[config.mk]
export PLATFORM = sky130hd
export DESIGN_NAME = mem_stage_flat
export DESIGN_NICKNAME = d
export VERILOG_FILES = /design/src/rtl/mem_stage_if.sv /design/src/rtl/mem_stage.sv /design/src/flat_wrapper.sv
export SDC_FILE = /design/constraint.sdc
export NUM_CORES = 1
export LEC_CHECK = 0
export BUFFER_PORTS_ARGS = -buffer_cell sky130_fd_sc_hd__buf_2
export CORE_ASPECT_RATIO = 1.25
export CORE_MARGIN = 1.5
export CORE_UTILIZATION = 40
export CTS_CLUSTER_SIZE = 16
export DETAILED_ROUTE_END_ITERATION = 10
export PLACE_DENSITY = 0.65
export SYNTH_ARGS = -nofsm -noshare
export SYNTH_HDL_FRONTEND = slang
export SYNTH_SLANG_ARGS = --single-unit
[constraint.sdc]
create_clock -name clk -period 7.7 [get_ports clk]
set_input_delay 0.77 -clock clk [delete_from_list [all_inputs] [get_ports clk]]
set_output_delay 0.77 -clock clk [all_outputs]
set_load 0.03 [all_outputs]
[src/rtl/mem_stage_if.sv]
// Bundle of the stage's execute-side, data-cache and writeback-side signals.
// slave is the memory stage; master is whatever surrounds it.
interface mem_stage_if;
    // execute -> memory FIFO head
    logic        EXE2MEM_EMPTY_SE;
    logic        EXE2MEM_POP_SM;
    logic [31:0] RES_RE;
    logic [31:0] MEM_DATA_RE;
    logic [5:0]  DEST_RE;
    logic [1:0]  MEM_SIZE_RE;
    logic        MEM_SIGN_EXTEND_RE;
    logic        MEM_LOAD_RE;
    logic        MEM_STORE_RE;
    logic        WB_RE;
    logic        EXCEPTION_RE;
    // data cache
    logic [31:0] MCACHE_ADR_SM;
    logic [31:0] MCACHE_DATA_SM;
    logic [3:0]  MCACHE_BYTE_SEL_SM;
    logic        MCACHE_ADR_VALID_SM;
    logic        MCACHE_STORE_SM;
    logic        MCACHE_LOAD_SM;
    logic        MCACHE_STALL_SC;
    logic [31:0] MCACHE_RESULT_SC;
    // memory -> writeback FIFO head
    logic        MEM2WBK_POP_SW;
    logic        MEM2WBK_EMPTY_SM;
    logic [31:0] MEM_RES_RM;
    logic [5:0]  MEM_DEST_RM;
    logic        MEM_WB_RM;
    logic        EXCEPTION_RM;

    modport slave (
        input  EXE2MEM_EMPTY_SE, RES_RE, MEM_DATA_RE, DEST_RE, MEM_SIZE_RE,
               MEM_SIGN_EXTEND_RE, MEM_LOAD_RE, MEM_STORE_RE, WB_RE, EXCEPTION_RE,
               MCACHE_STALL_SC, MCACHE_RESULT_SC, MEM2WBK_POP_SW,
        output EXE2MEM_POP_SM, MCACHE_ADR_SM, MCACHE_DATA_SM, MCACHE_BYTE_SEL_SM,
               MCACHE_ADR_VALID_SM, MCACHE_STORE_SM, MCACHE_LOAD_SM,
               MEM2WBK_EMPTY_SM, MEM_RES_RM, MEM_DEST_RM, MEM_WB_RM, EXCEPTION_RM
    );

    modport master (
        output EXE2MEM_EMPTY_SE, RES_RE, MEM_DATA_RE, DEST_RE, MEM_SIZE_RE,
               MEM_SIGN_EXTEND_RE, MEM_LOAD_RE, MEM_STORE_RE, WB_RE, EXCEPTION_RE,
               MCACHE_STALL_SC, MCACHE_RESULT_SC, MEM2WBK_POP_SW,
        input  EXE2MEM_POP_SM, MCACHE_ADR_SM, MCACHE_DATA_SM, MCACHE_BYTE_SEL_SM,
               MCACHE_ADR_VALID_SM, MCACHE_STORE_SM, MCACHE_LOAD_SM,
               MEM2WBK_EMPTY_SM, MEM_RES_RM, MEM_DEST_RM, MEM_WB_RM, EXCEPTION_RM
    );
endinterface

[src/rtl/mem_stage.sv]
// Memory-access pipeline stage: forwards ALU results, runs loads/stores against the
// data cache, and queues results in a small mem->writeback FIFO whose head is also
// the bypass source for execute.
module mem_stage #(
    parameter int unsigned DEPTH = 2
) (
    input logic        clk,
    input logic        reset,
    mem_stage_if.slave bus
);
    localparam int unsigned PtrW = $clog2(DEPTH);
    localparam logic [PtrW:0] DepthCnt = (PtrW + 1)'(DEPTH);

    typedef enum logic [0:0] {StIdle, StReq} state_e;
    typedef struct packed {
        logic [31:0] res;
        logic [5:0]  dest;
        logic        wb;
        logic        exc;
    } entry_t;

    state_e          state_q, state_d;
    logic [31:0]     adr_q, adr_d, wdata_q, wdata_d;
    logic [3:0]      bsel_q, bsel_d;
    logic            valid_q, valid_d, store_q, store_d, load_q, load_d;
    entry_t          fifo_q [DEPTH];
    logic [PtrW-1:0] wr_ptr_q, wr_ptr_d, rd_ptr_q, rd_ptr_d;
    logic [PtrW:0]   count_q, count_d;

    logic        full, empty, mem_op, push, pop_exe, pop_wbk;
    entry_t      push_entry, head;
    logic [1:0]  off;
    logic [3:0]  byte_sel;
    logic [31:0] store_data, load_res;
    logic [7:0]  byte_lane;
    logic [15:0] half_lane;

    assign off    = bus.RES_RE[1:0];
    assign mem_op = (bus.MEM_LOAD_RE | bus.MEM_STORE_RE) & ~bus.EXCEPTION_RE;
    assign empty  = (count_q == '0);
    assign full   = (count_q == DepthCnt);

    // Store-side lane replication and byte enables from size and offset.
    always_comb begin
        case (bus.MEM_SIZE_RE)
            2'b01: begin
                byte_sel   = 4'b0011 << off;
                store_data = {2{bus.MEM_DATA_RE[15:0]}};
            end
            2'b10: begin
                byte_sel   = 4'b0001 << off;
                store_data = {4{bus.MEM_DATA_RE[7:0]}};
            end
            default: begin
                byte_sel   = 4'b1111;
                store_data = bus.MEM_DATA_RE;
            end
        endcase
    end

    // Load-side lane extraction and sign/zero extension of the returned cache word.
    always_comb begin
        case (off)
            2'd0:    byte_lane = bus.MCACHE_RESULT_SC[7:0];
            2'd1:    byte_lane = bus.MCACHE_RESULT_SC[15:8];
            2'd2:    byte_lane = bus.MCACHE_RESULT_SC[23:16];
            default: byte_lane = bus.MCACHE_RESULT_SC[31:24];
        endcase
        half_lane = off[1] ? bus.MCACHE_RESULT_SC[31:16] : bus.MCACHE_RESULT_SC[15:0];
        case (bus.MEM_SIZE_RE)
            2'b01:   load_res = {{16{bus.MEM_SIGN_EXTEND_RE & half_lane[15]}}, half_lane};
            2'b10:   load_res = {{24{bus.MEM_SIGN_EXTEND_RE & byte_lane[7]}}, byte_lane};
            default: load_res = bus.MCACHE_RESULT_SC;
        endcase
    end

    // FSM next state, registered cache request, and execute pop / FIFO push decisions.
    always_comb begin
        state_d    = state_q;
        adr_d      = adr_q;
        wdata_d    = wdata_q;
        bsel_d     = bsel_q;
        valid_d    = valid_q;
        store_d    = store_q;
        load_d     = load_q;
        pop_exe    = 1'b0;
        push       = 1'b0;
        // Exceptions never write back.
        push_entry = '{res: bus.RES_RE, dest: bus.DEST_RE,
                       wb: bus.WB_RE & ~bus.EXCEPTION_RE, exc: bus.EXCEPTION_RE};
        unique case (state_q)
            StIdle: begin
                // Entering REQ only when not full reserves the slot for its later push.
                if (!bus.EXE2MEM_EMPTY_SE && !full) begin
                    if (mem_op) begin
                        state_d = StReq;
                        adr_d   = {bus.RES_RE[31:2], 2'b00};
                        wdata_d = store_data;
                        bsel_d  = byte_sel;
                        valid_d = 1'b1;
                        store_d = bus.MEM_STORE_RE;
                        load_d  = bus.MEM_LOAD_RE & ~bus.MEM_STORE_RE;
                    end else begin
                        pop_exe = 1'b1;
                        push    = 1'b1;
                    end
                end
            end
            StReq: begin
                if (!bus.MCACHE_STALL_SC) begin
                    pop_exe        = 1'b1;
                    push           = 1'b1;
                    push_entry.exc = 1'b0;
                    if (store_q) begin
                        push_entry.wb = 1'b0;
                    end else begin
                        push_entry.res = load_res;
                        push_entry.wb  = bus.WB_RE;
                    end
                    state_d = StIdle;
                    adr_d   = '0;
                    wdata_d = '0;
                    bsel_d  = '0;
                    valid_d = 1'b0;
                    store_d = 1'b0;
                    load_d  = 1'b0;
                end
            end
        endcase
        if (reset || bus.EXE2MEM_EMPTY_SE) begin
            pop_exe = 1'b0;
            push    = 1'b0;
        end
    end

    // FIFO pointer and occupancy bookkeeping; pops on an empty FIFO are dropped.
    always_comb begin
        pop_wbk  = bus.MEM2WBK_POP_SW & ~empty;
        wr_ptr_d = push ? wr_ptr_q + PtrW'(1) : wr_ptr_q;
        rd_ptr_d = pop_wbk ? rd_ptr_q + PtrW'(1) : rd_ptr_q;
        case ({push, pop_wbk})
            2'b10:   count_d = count_q + (PtrW + 1)'(1);
            2'b01:   count_d = count_q - (PtrW + 1)'(1);
            default: count_d = count_q;
        endcase
    end

    // State, request registers and FIFO pointers; reset drops any in-flight request.
    always_ff @(posedge clk or posedge reset) begin
        if (reset) begin
            state_q  <= StIdle;
            adr_q    <= '0;
            wdata_q  <= '0;
            bsel_q   <= '0;
            valid_q  <= 1'b0;
            store_q  <= 1'b0;
            load_q   <= 1'b0;
            wr_ptr_q <= '0;
            rd_ptr_q <= '0;
            count_q  <= '0;
        end else begin
            state_q  <= state_d;
            adr_q    <= adr_d;
            wdata_q  <= wdata_d;
            bsel_q   <= bsel_d;
            valid_q  <= valid_d;
            store_q  <= store_d;
            load_q   <= load_d;
            wr_ptr_q <= wr_ptr_d;
            rd_ptr_q <= rd_ptr_d;
            count_q  <= count_d;
        end
    end

    // FIFO storage; contents are only observable while the count says they are valid.
    always_ff @(posedge clk) begin
        if (push) begin
            fifo_q[wr_ptr_q] <= push_entry;
        end
    end

    assign head = empty ? '0 : fifo_q[rd_ptr_q];

    assign bus.EXE2MEM_POP_SM      = pop_exe;
    assign bus.MCACHE_ADR_SM       = adr_q;
    assign bus.MCACHE_DATA_SM      = wdata_q;
    assign bus.MCACHE_BYTE_SEL_SM  = bsel_q;
    assign bus.MCACHE_ADR_VALID_SM = valid_q;
    assign bus.MCACHE_STORE_SM     = store_q;
    assign bus.MCACHE_LOAD_SM      = load_q;
    assign bus.MEM2WBK_EMPTY_SM    = empty;
    assign bus.MEM_RES_RM          = head.res;
    assign bus.MEM_DEST_RM         = head.dest;
    assign bus.MEM_WB_RM           = head.wb;
    assign bus.EXCEPTION_RM        = head.exc;
endmodule

[src/flat_wrapper.sv]
// flat-port wrapper written by rule: the top's interface ports become plain ports
module mem_stage_flat 
#(
    parameter int unsigned DEPTH = 2
)
  (clk, reset, bus_EXE2MEM_EMPTY_SE, bus_RES_RE, bus_MEM_DATA_RE, bus_DEST_RE, bus_MEM_SIZE_RE, bus_MEM_SIGN_EXTEND_RE, bus_MEM_LOAD_RE, bus_MEM_STORE_RE, bus_WB_RE, bus_EXCEPTION_RE, bus_MCACHE_STALL_SC, bus_MCACHE_RESULT_SC, bus_MEM2WBK_POP_SW, bus_EXE2MEM_POP_SM, bus_MCACHE_ADR_SM, bus_MCACHE_DATA_SM, bus_MCACHE_BYTE_SEL_SM, bus_MCACHE_ADR_VALID_SM, bus_MCACHE_STORE_SM, bus_MCACHE_LOAD_SM, bus_MEM2WBK_EMPTY_SM, bus_MEM_RES_RM, bus_MEM_DEST_RM, bus_MEM_WB_RM, bus_EXCEPTION_RM);
  mem_stage_if bus_i ();
  input logic clk;
  input logic reset;
  input wire logic [$bits(bus_i.EXE2MEM_EMPTY_SE)-1:0] bus_EXE2MEM_EMPTY_SE;
  input wire logic [$bits(bus_i.RES_RE)-1:0] bus_RES_RE;
  input wire logic [$bits(bus_i.MEM_DATA_RE)-1:0] bus_MEM_DATA_RE;
  input wire logic [$bits(bus_i.DEST_RE)-1:0] bus_DEST_RE;
  input wire logic [$bits(bus_i.MEM_SIZE_RE)-1:0] bus_MEM_SIZE_RE;
  input wire logic [$bits(bus_i.MEM_SIGN_EXTEND_RE)-1:0] bus_MEM_SIGN_EXTEND_RE;
  input wire logic [$bits(bus_i.MEM_LOAD_RE)-1:0] bus_MEM_LOAD_RE;
  input wire logic [$bits(bus_i.MEM_STORE_RE)-1:0] bus_MEM_STORE_RE;
  input wire logic [$bits(bus_i.WB_RE)-1:0] bus_WB_RE;
  input wire logic [$bits(bus_i.EXCEPTION_RE)-1:0] bus_EXCEPTION_RE;
  input wire logic [$bits(bus_i.MCACHE_STALL_SC)-1:0] bus_MCACHE_STALL_SC;
  input wire logic [$bits(bus_i.MCACHE_RESULT_SC)-1:0] bus_MCACHE_RESULT_SC;
  input wire logic [$bits(bus_i.MEM2WBK_POP_SW)-1:0] bus_MEM2WBK_POP_SW;
  output wire logic [$bits(bus_i.EXE2MEM_POP_SM)-1:0] bus_EXE2MEM_POP_SM;
  output wire logic [$bits(bus_i.MCACHE_ADR_SM)-1:0] bus_MCACHE_ADR_SM;
  output wire logic [$bits(bus_i.MCACHE_DATA_SM)-1:0] bus_MCACHE_DATA_SM;
  output wire logic [$bits(bus_i.MCACHE_BYTE_SEL_SM)-1:0] bus_MCACHE_BYTE_SEL_SM;
  output wire logic [$bits(bus_i.MCACHE_ADR_VALID_SM)-1:0] bus_MCACHE_ADR_VALID_SM;
  output wire logic [$bits(bus_i.MCACHE_STORE_SM)-1:0] bus_MCACHE_STORE_SM;
  output wire logic [$bits(bus_i.MCACHE_LOAD_SM)-1:0] bus_MCACHE_LOAD_SM;
  output wire logic [$bits(bus_i.MEM2WBK_EMPTY_SM)-1:0] bus_MEM2WBK_EMPTY_SM;
  output wire logic [$bits(bus_i.MEM_RES_RM)-1:0] bus_MEM_RES_RM;
  output wire logic [$bits(bus_i.MEM_DEST_RM)-1:0] bus_MEM_DEST_RM;
  output wire logic [$bits(bus_i.MEM_WB_RM)-1:0] bus_MEM_WB_RM;
  output wire logic [$bits(bus_i.EXCEPTION_RM)-1:0] bus_EXCEPTION_RM;
  assign bus_i.EXE2MEM_EMPTY_SE = bus_EXE2MEM_EMPTY_SE;
  assign bus_i.RES_RE = bus_RES_RE;
  assign bus_i.MEM_DATA_RE = bus_MEM_DATA_RE;
  assign bus_i.DEST_RE = bus_DEST_RE;
  assign bus_i.MEM_SIZE_RE = bus_MEM_SIZE_RE;
  assign bus_i.MEM_SIGN_EXTEND_RE = bus_MEM_SIGN_EXTEND_RE;
  assign bus_i.MEM_LOAD_RE = bus_MEM_LOAD_RE;
  assign bus_i.MEM_STORE_RE = bus_MEM_STORE_RE;
  assign bus_i.WB_RE = bus_WB_RE;
  assign bus_i.EXCEPTION_RE = bus_EXCEPTION_RE;
  assign bus_i.MCACHE_STALL_SC = bus_MCACHE_STALL_SC;
  assign bus_i.MCACHE_RESULT_SC = bus_MCACHE_RESULT_SC;
  assign bus_i.MEM2WBK_POP_SW = bus_MEM2WBK_POP_SW;
  assign bus_EXE2MEM_POP_SM = bus_i.EXE2MEM_POP_SM;
  assign bus_MCACHE_ADR_SM = bus_i.MCACHE_ADR_SM;
  assign bus_MCACHE_DATA_SM = bus_i.MCACHE_DATA_SM;
  assign bus_MCACHE_BYTE_SEL_SM = bus_i.MCACHE_BYTE_SEL_SM;
  assign bus_MCACHE_ADR_VALID_SM = bus_i.MCACHE_ADR_VALID_SM;
  assign bus_MCACHE_STORE_SM = bus_i.MCACHE_STORE_SM;
  assign bus_MCACHE_LOAD_SM = bus_i.MCACHE_LOAD_SM;
  assign bus_MEM2WBK_EMPTY_SM = bus_i.MEM2WBK_EMPTY_SM;
  assign bus_MEM_RES_RM = bus_i.MEM_RES_RM;
  assign bus_MEM_DEST_RM = bus_i.MEM_DEST_RM;
  assign bus_MEM_WB_RM = bus_i.MEM_WB_RM;
  assign bus_EXCEPTION_RM = bus_i.EXCEPTION_RM;
  mem_stage #(.DEPTH(DEPTH)) u_core (.clk(clk), .reset(reset), .bus(bus_i));
endmodule
# Word-level counts from Yosys, hierarchy flattened
# Memory sizes are Yosys's and may differ from the RTL's.
# Index checks and enable logic that the tools add are counted.
classes:
  mux: 45
  bitwise: 11
  mul: 0
  shift: 2
  n_div: 0
  addsub: 4
  reduce_logical: 8
  n_lt_le_gt_ge: 0
  eq_ne: 10
ops:
  columns: ["operator", "n"]
  rows:
  - ["$mux W32", 8]
  - ["$pmux W32 S2", 4]
  - ["$mux W40", 1]
  - ["$pmux W8 S3", 1]
  - ["$mux W1", 17]
  - ["$mux W16", 1]
  - ["$pmux W4 S2", 2]
  - ["$mux W4", 3]
  - ["$pmux W1 S2", 5]
  - ["$eq A2 B2 Y1 const B", 4]
  - ["$and A1 B1 Y1", 6]
  - ["$eq A2 B1 Y1 const B", 3]
  - ["$logic_not A2 Y1", 2]
  - ["$mux W2", 2]
  - ["$ne A2 B1 Y1 const B", 2]
  - ["$not A1 Y1", 4]
  - ["$pmux W2 S2", 1]
  - ["$shl A1 B2 Y4 const A", 1]
  - ["$shl A2 B2 Y4 const A", 1]
  - ["$reduce_and A3 Y1", 1]
  - ["$add A1 B1 Y1 const B", 2]
  - ["$add A2 B1 Y2 const B", 1]
  - ["$logic_not A1 Y1", 2]
  - ["$ne A2 B2 Y1 const B", 1]
  - ["other kinds (5)", 5]
word_totals:
  output_inout_bits: 113
  latchBits: 0
  memories: 1
  ramBits: 80
  ff_bits: 76
  elab_cells: 91
  input_bits: 114
  rom_bits: 0
mem_list:
  columns: ["memory", "words", "word_bits", "rd", "rd_ports_with_merged_regs", "wr", "line_no", "rtl"]
  rows:
  - ["u_core.fifo_q", 2, 40, 1, 0, 1, "mem_stage.sv:26", "entry_t fifo_q [DEPTH];"]

# Depth between registers and ports, before layout
depth:
  word_depth: 8
  ltp_mapped: 9
  mapped_depth_nobuf: 7

# Worst setup path after synthesis
# OpenSTA, ideal clock, no wires.
synth_path:
  path_kind: "input to register"
  startpoint: "input port bus_MCACHE_STALL_SC"
  endpoint: "memory u_core.fifo_q[0][0] (netlist bit) (enable)"
  setup_ns: 0.437
  cell_stages: 5
  setup_slack_ns: 4.034
  arrival_ns: 3.228
  required_time_ns: 7.263
  path_buffers: 1
  path_cell_list: "and2b_4 -> a31oi_1 -> or3_1 -> clkbuf_1 -> nor2_1"
synth_between:
  elab_chain_len: 5
synth_lines:
  columns: ["element", "line_no", "rtl"]
  rows:
  - ["from (decl)", "flat_wrapper.sv:20", "input wire logic [$bits(bus_i.MCACHE_STALL_SC)-1:0] bus_MCACHE_STALL_SC;"]
  - ["$mux W1", "mem_stage.sv:110", "if (!bus.MCACHE_STALL_SC) begin"]
  - ["$pmux W1 S2", "mem_stage.sv:91", "unique case (state_q)"]
  - ["$mux W1", "mem_stage.sv:130", "if (reset || bus.EXE2MEM_EMPTY_SE) begin"]
  - ["$mux W1", "mem_stage.sv:177", "if (push) begin"]
  - ["$mux W1 (implied by the code)", "mem_stage.sv:178", "fifo_q[wr_ptr_q] <= push_entry;"]
  - ["to (decl)", "mem_stage.sv:26", null]
# Every way passes these cells.

# Worst setup path after layout
layout_path:
  startpoint: "register u_core.state_q"
  endpoint: "output port bus_EXE2MEM_POP_SM"
layout_between:
  elab_chain_len: 3
layout_lines:
  columns: ["element", "line_no", "rtl"]
  rows:
  - ["from (decl)", "mem_stage.sv:22", "state_e state_q, state_d;"]
  - ["from (signal assigned)", "mem_stage.sv:151", "state_q <= StIdle;"]
  - ["from (signal assigned)", "mem_stage.sv:162", "state_q <= state_d;"]
  - ["$not A1 Y1", "mem_stage.sv:91", null]
  - ["$pmux W1 S2 *", "mem_stage.sv:91", null]
  - ["$mux W1 *", "mem_stage.sv:130", null]
  - ["to (decl)", "flat_wrapper.sv:23", "output wire logic [$bits(bus_i.EXE2MEM_POP_SM)-1:0] bus_EXE2MEM_POP_SM;"]
# Mark *: on every way between the ends. The rest lies on a longest branch, timed or not.

==> metrics <==
WP data arrival=2.27 ns; Global Route Usage Sum=between 20% and 30%; Post-DRT Antenna Nets=0; Crit Path Category=reg -> out; TritonRoute pass-1 iters=5; Placeable Area=17400 um^2; worst skew pair latency=0.42 ns; number of global-route vias before repair=5498; Final setup viols=0; GPL Wtd Cong=0.790; worst-case reg-to-reg path depth=5; die boundary width=122 um; initial drt markers=394; routed vias=5721; leakage=4.13 nW; Met2 Wirelength=around 10000 um; Pwr per Cell Area=395 nW/um^2; setup ws final=4.66 ns; Clock transition at path regs=~0.060 ns; CP endpoint kind=primary output; Yosys Warn Count=0; detailed-route wire length per cell=19.3 um; final hold vios=0; Buffers on Ports=224; Die Y=about 150 um; Yosys reg bits=154; min Tclk post-route=3.04 ns; Async SR Flop Fraction=48.1%; CTS max path bufs=2; cell row count=54; Mapped Area=7110 um^2; Worst Path Required=6.93 ns; Max-Cap Viols=0; flop2flop setup slack=4.83 ns; Hold Slack=0.246 ns; Top Ports=between 200 and 250; synth-to-layout area growth=25.3%; Post-Route Skew=0.00864 ns; initial antenna violation count=3; Mean Syn Cell Area=11.7 um^2; critical-path maximum fanout=18; share of cells above drive strength 1=35.1%; dpl cells=just over 1000; commonest non-fill, non-tap cells in the layout=224 x buf_2, 80 x edfxtp_1, 73 x dfrtp_1; Slew Viols, Final=0; final instance area=around 8900 um^2; max incr delay on CP=0.78 ns; Tcrit/Tclk final=39.5%; Max-slew headroom=between 30% and 40%; post-synthesis sequential area ratio=59.9%; starting density of the core=between 40% and 50%; number of flops mapped to enable cells by yosys=80; predominant post-synthesis flop cell=edfxtp_1; fillers=1634; Cells after Synth=around 600; critical path launch point type=flop; worst hold-check path type=in -> async; final wirelength=20200 um; Slew @ Worst Pin=1.04 ns; Post-CTS Setup Bufs=0; VDD IR max=0.225 mV; met3 wire length=about 1800 um; CTS tree=yes; RSZ-0062 raised after global routing=false; drc violations=0; largest net degree at the start of global routing=74; cts repair resizes=0; H-tree depth=4; first-pass GRT wire length=30800 um; Clock Sinks=154; worst-path cell chain=and2b_4 > a31oi_1 > or3_1 > inv_2 > buf_2; total CTS buffers=17; die area=18600 um^2; hold buffers post-CTS=0; Achievable Freq=329 MHz; dpl ws=~4.7 ns; GR Overflow Total=0; final setup TNS=0 ns; post-synth cell types=56; HPWL after DPL=14000 um; drt via density=5.47; DR top layer=met5; most common cell after layout, fill and taps aside=buf_2; placed cell areas=8320 um^2; CP max stage cell=dfrtp_1; root buffer cell=clkbuf_16; wl on met1=8220 um; run status=finished clean; layout net count=between 900 and 1000; Post-Layout Cell Count=1045
-- through the flow --
stage / util [%] / power, mW
2_1_floorplan: - / 2.27
5_1_grt: 51.1 / 3.70
4_1_cts: 51.1 / 3.55
6_report: 51.1 / 3.51
3_5_place_dp: 47.7 / 2.71
3_3_place_gp: 47.7 / 2.70
-- critical path: cells and delay by family (launching register included) --
kind | cells | cell delay (ns)
AO/OA/AOI/OAI | 1 | 0.05
flip-flops | 1 | 0.78
AND/OR/NAND/NOR | 2 | 0.74
buffers and inverters | 2 | 0.27
-- path summary, 6_finish.rpt --
kind,from,end
worst max-delay path,u_core.state_q,bus_EXE2MEM_POP_SM
worst min-delay path,reset,u_core.bus.MCACHE_LOAD_SM
worst max register to register,u_core.state_q,u_core.fifo_q[1][21]
worst min register to register,u_core.bus.MCACHE_DATA_SM[23],u_core.bus.MCACHE_DATA_SM[23]
max in group asynchronous,reset,u_core.bus.MCACHE_ADR_SM[14]
min in group clk,u_core.bus.MCACHE_DATA_SM[23],u_core.bus.MCACHE_DATA_SM[23]
-- routing by layer --
layer	vias up	GRT usage [%]
met5	-	0
met4	4	6.26
met3	19	7.09
met2	261	35.2
met1	2806	28.1
li1	2631	-
-- flip-flops by register name, summed over array words and instances, names as in the netlist --
name / flops
u_core.bus.MCACHE_STORE_SM: 1
u_core.bus.MCACHE_LOAD_SM: 1
u_core.rd_ptr_q: 1
u_core.bus.MCACHE_ADR_VALID_SM: 1
u_core.bus.MCACHE_DATA_SM: 32
u_core.bus.MCACHE_ADR_SM: 30
u_core.state_q: 1
u_core.fifo_q: 80
u_core.count_q: 2
u_core.bus.MCACHE_BYTE_SEL_SM: 4
u_core.wr_ptr_q: 1
-- final cells by class --
class	instances	area, um^2	area share, %
Sequential cell	154	4260	47.8
Clock inverter	14	144	1.62
Antenna cell	1	2.50	0.0281
Multi-Input combinational cell	392	2570	28.8
Timing Repair Buffer	231	1170	13.2
Clock buffer	18	439	4.93
Tap cell	224	280	3.15
Inverter	11	42.5	0.478
-- cells by family after synthesis --
kind of cell	share of synthesized area [%]
xor gates and xnor gates	0.616
AOI/OAI and AO/OA	15.6
adders and majority gates	0.528
buffers and inverters	4.28
other	0.0528
DFF	59.9
and+or+nand+nor	12.0
muxes	7.10
-- synth_stat cells (5+ instances only) --
cell type,instances,share of area (%)
mux2_2,7,1.1
nor2_1,64,3.4
clkbuf_1,19,1.0
o31ai_1,9,0.95
o32ai_1,5,0.62
a31oi_1,8,0.70
mux2i_1,41,5.8
buf_2,19,1.3
o21ai_0,35,2.5
a221oi_1,5,0.62
and2_1,9,0.79
a32oi_1,6,0.74
a22o_1,42,5.2
nand2_1,63,3.3
nand2b_1,5,0.44
nand3_1,34,2.4
a22oi_1,8,0.85
edfxtp_1,80,34
dfrtp_1,74,26
inv_1,9,0.48
buf_4,8,0.85
-- where the power goes --
group          switching [mW]  leakage, nW  internal (mW)  total [mW]
logic                    1.02         2.17          0.454        1.47
clock network           0.339        0.278          0.486       0.825
registers               0.135         1.67           1.08        1.22
total                    1.49         4.13           2.02        3.51
Power figures use the tool's default switching activity.
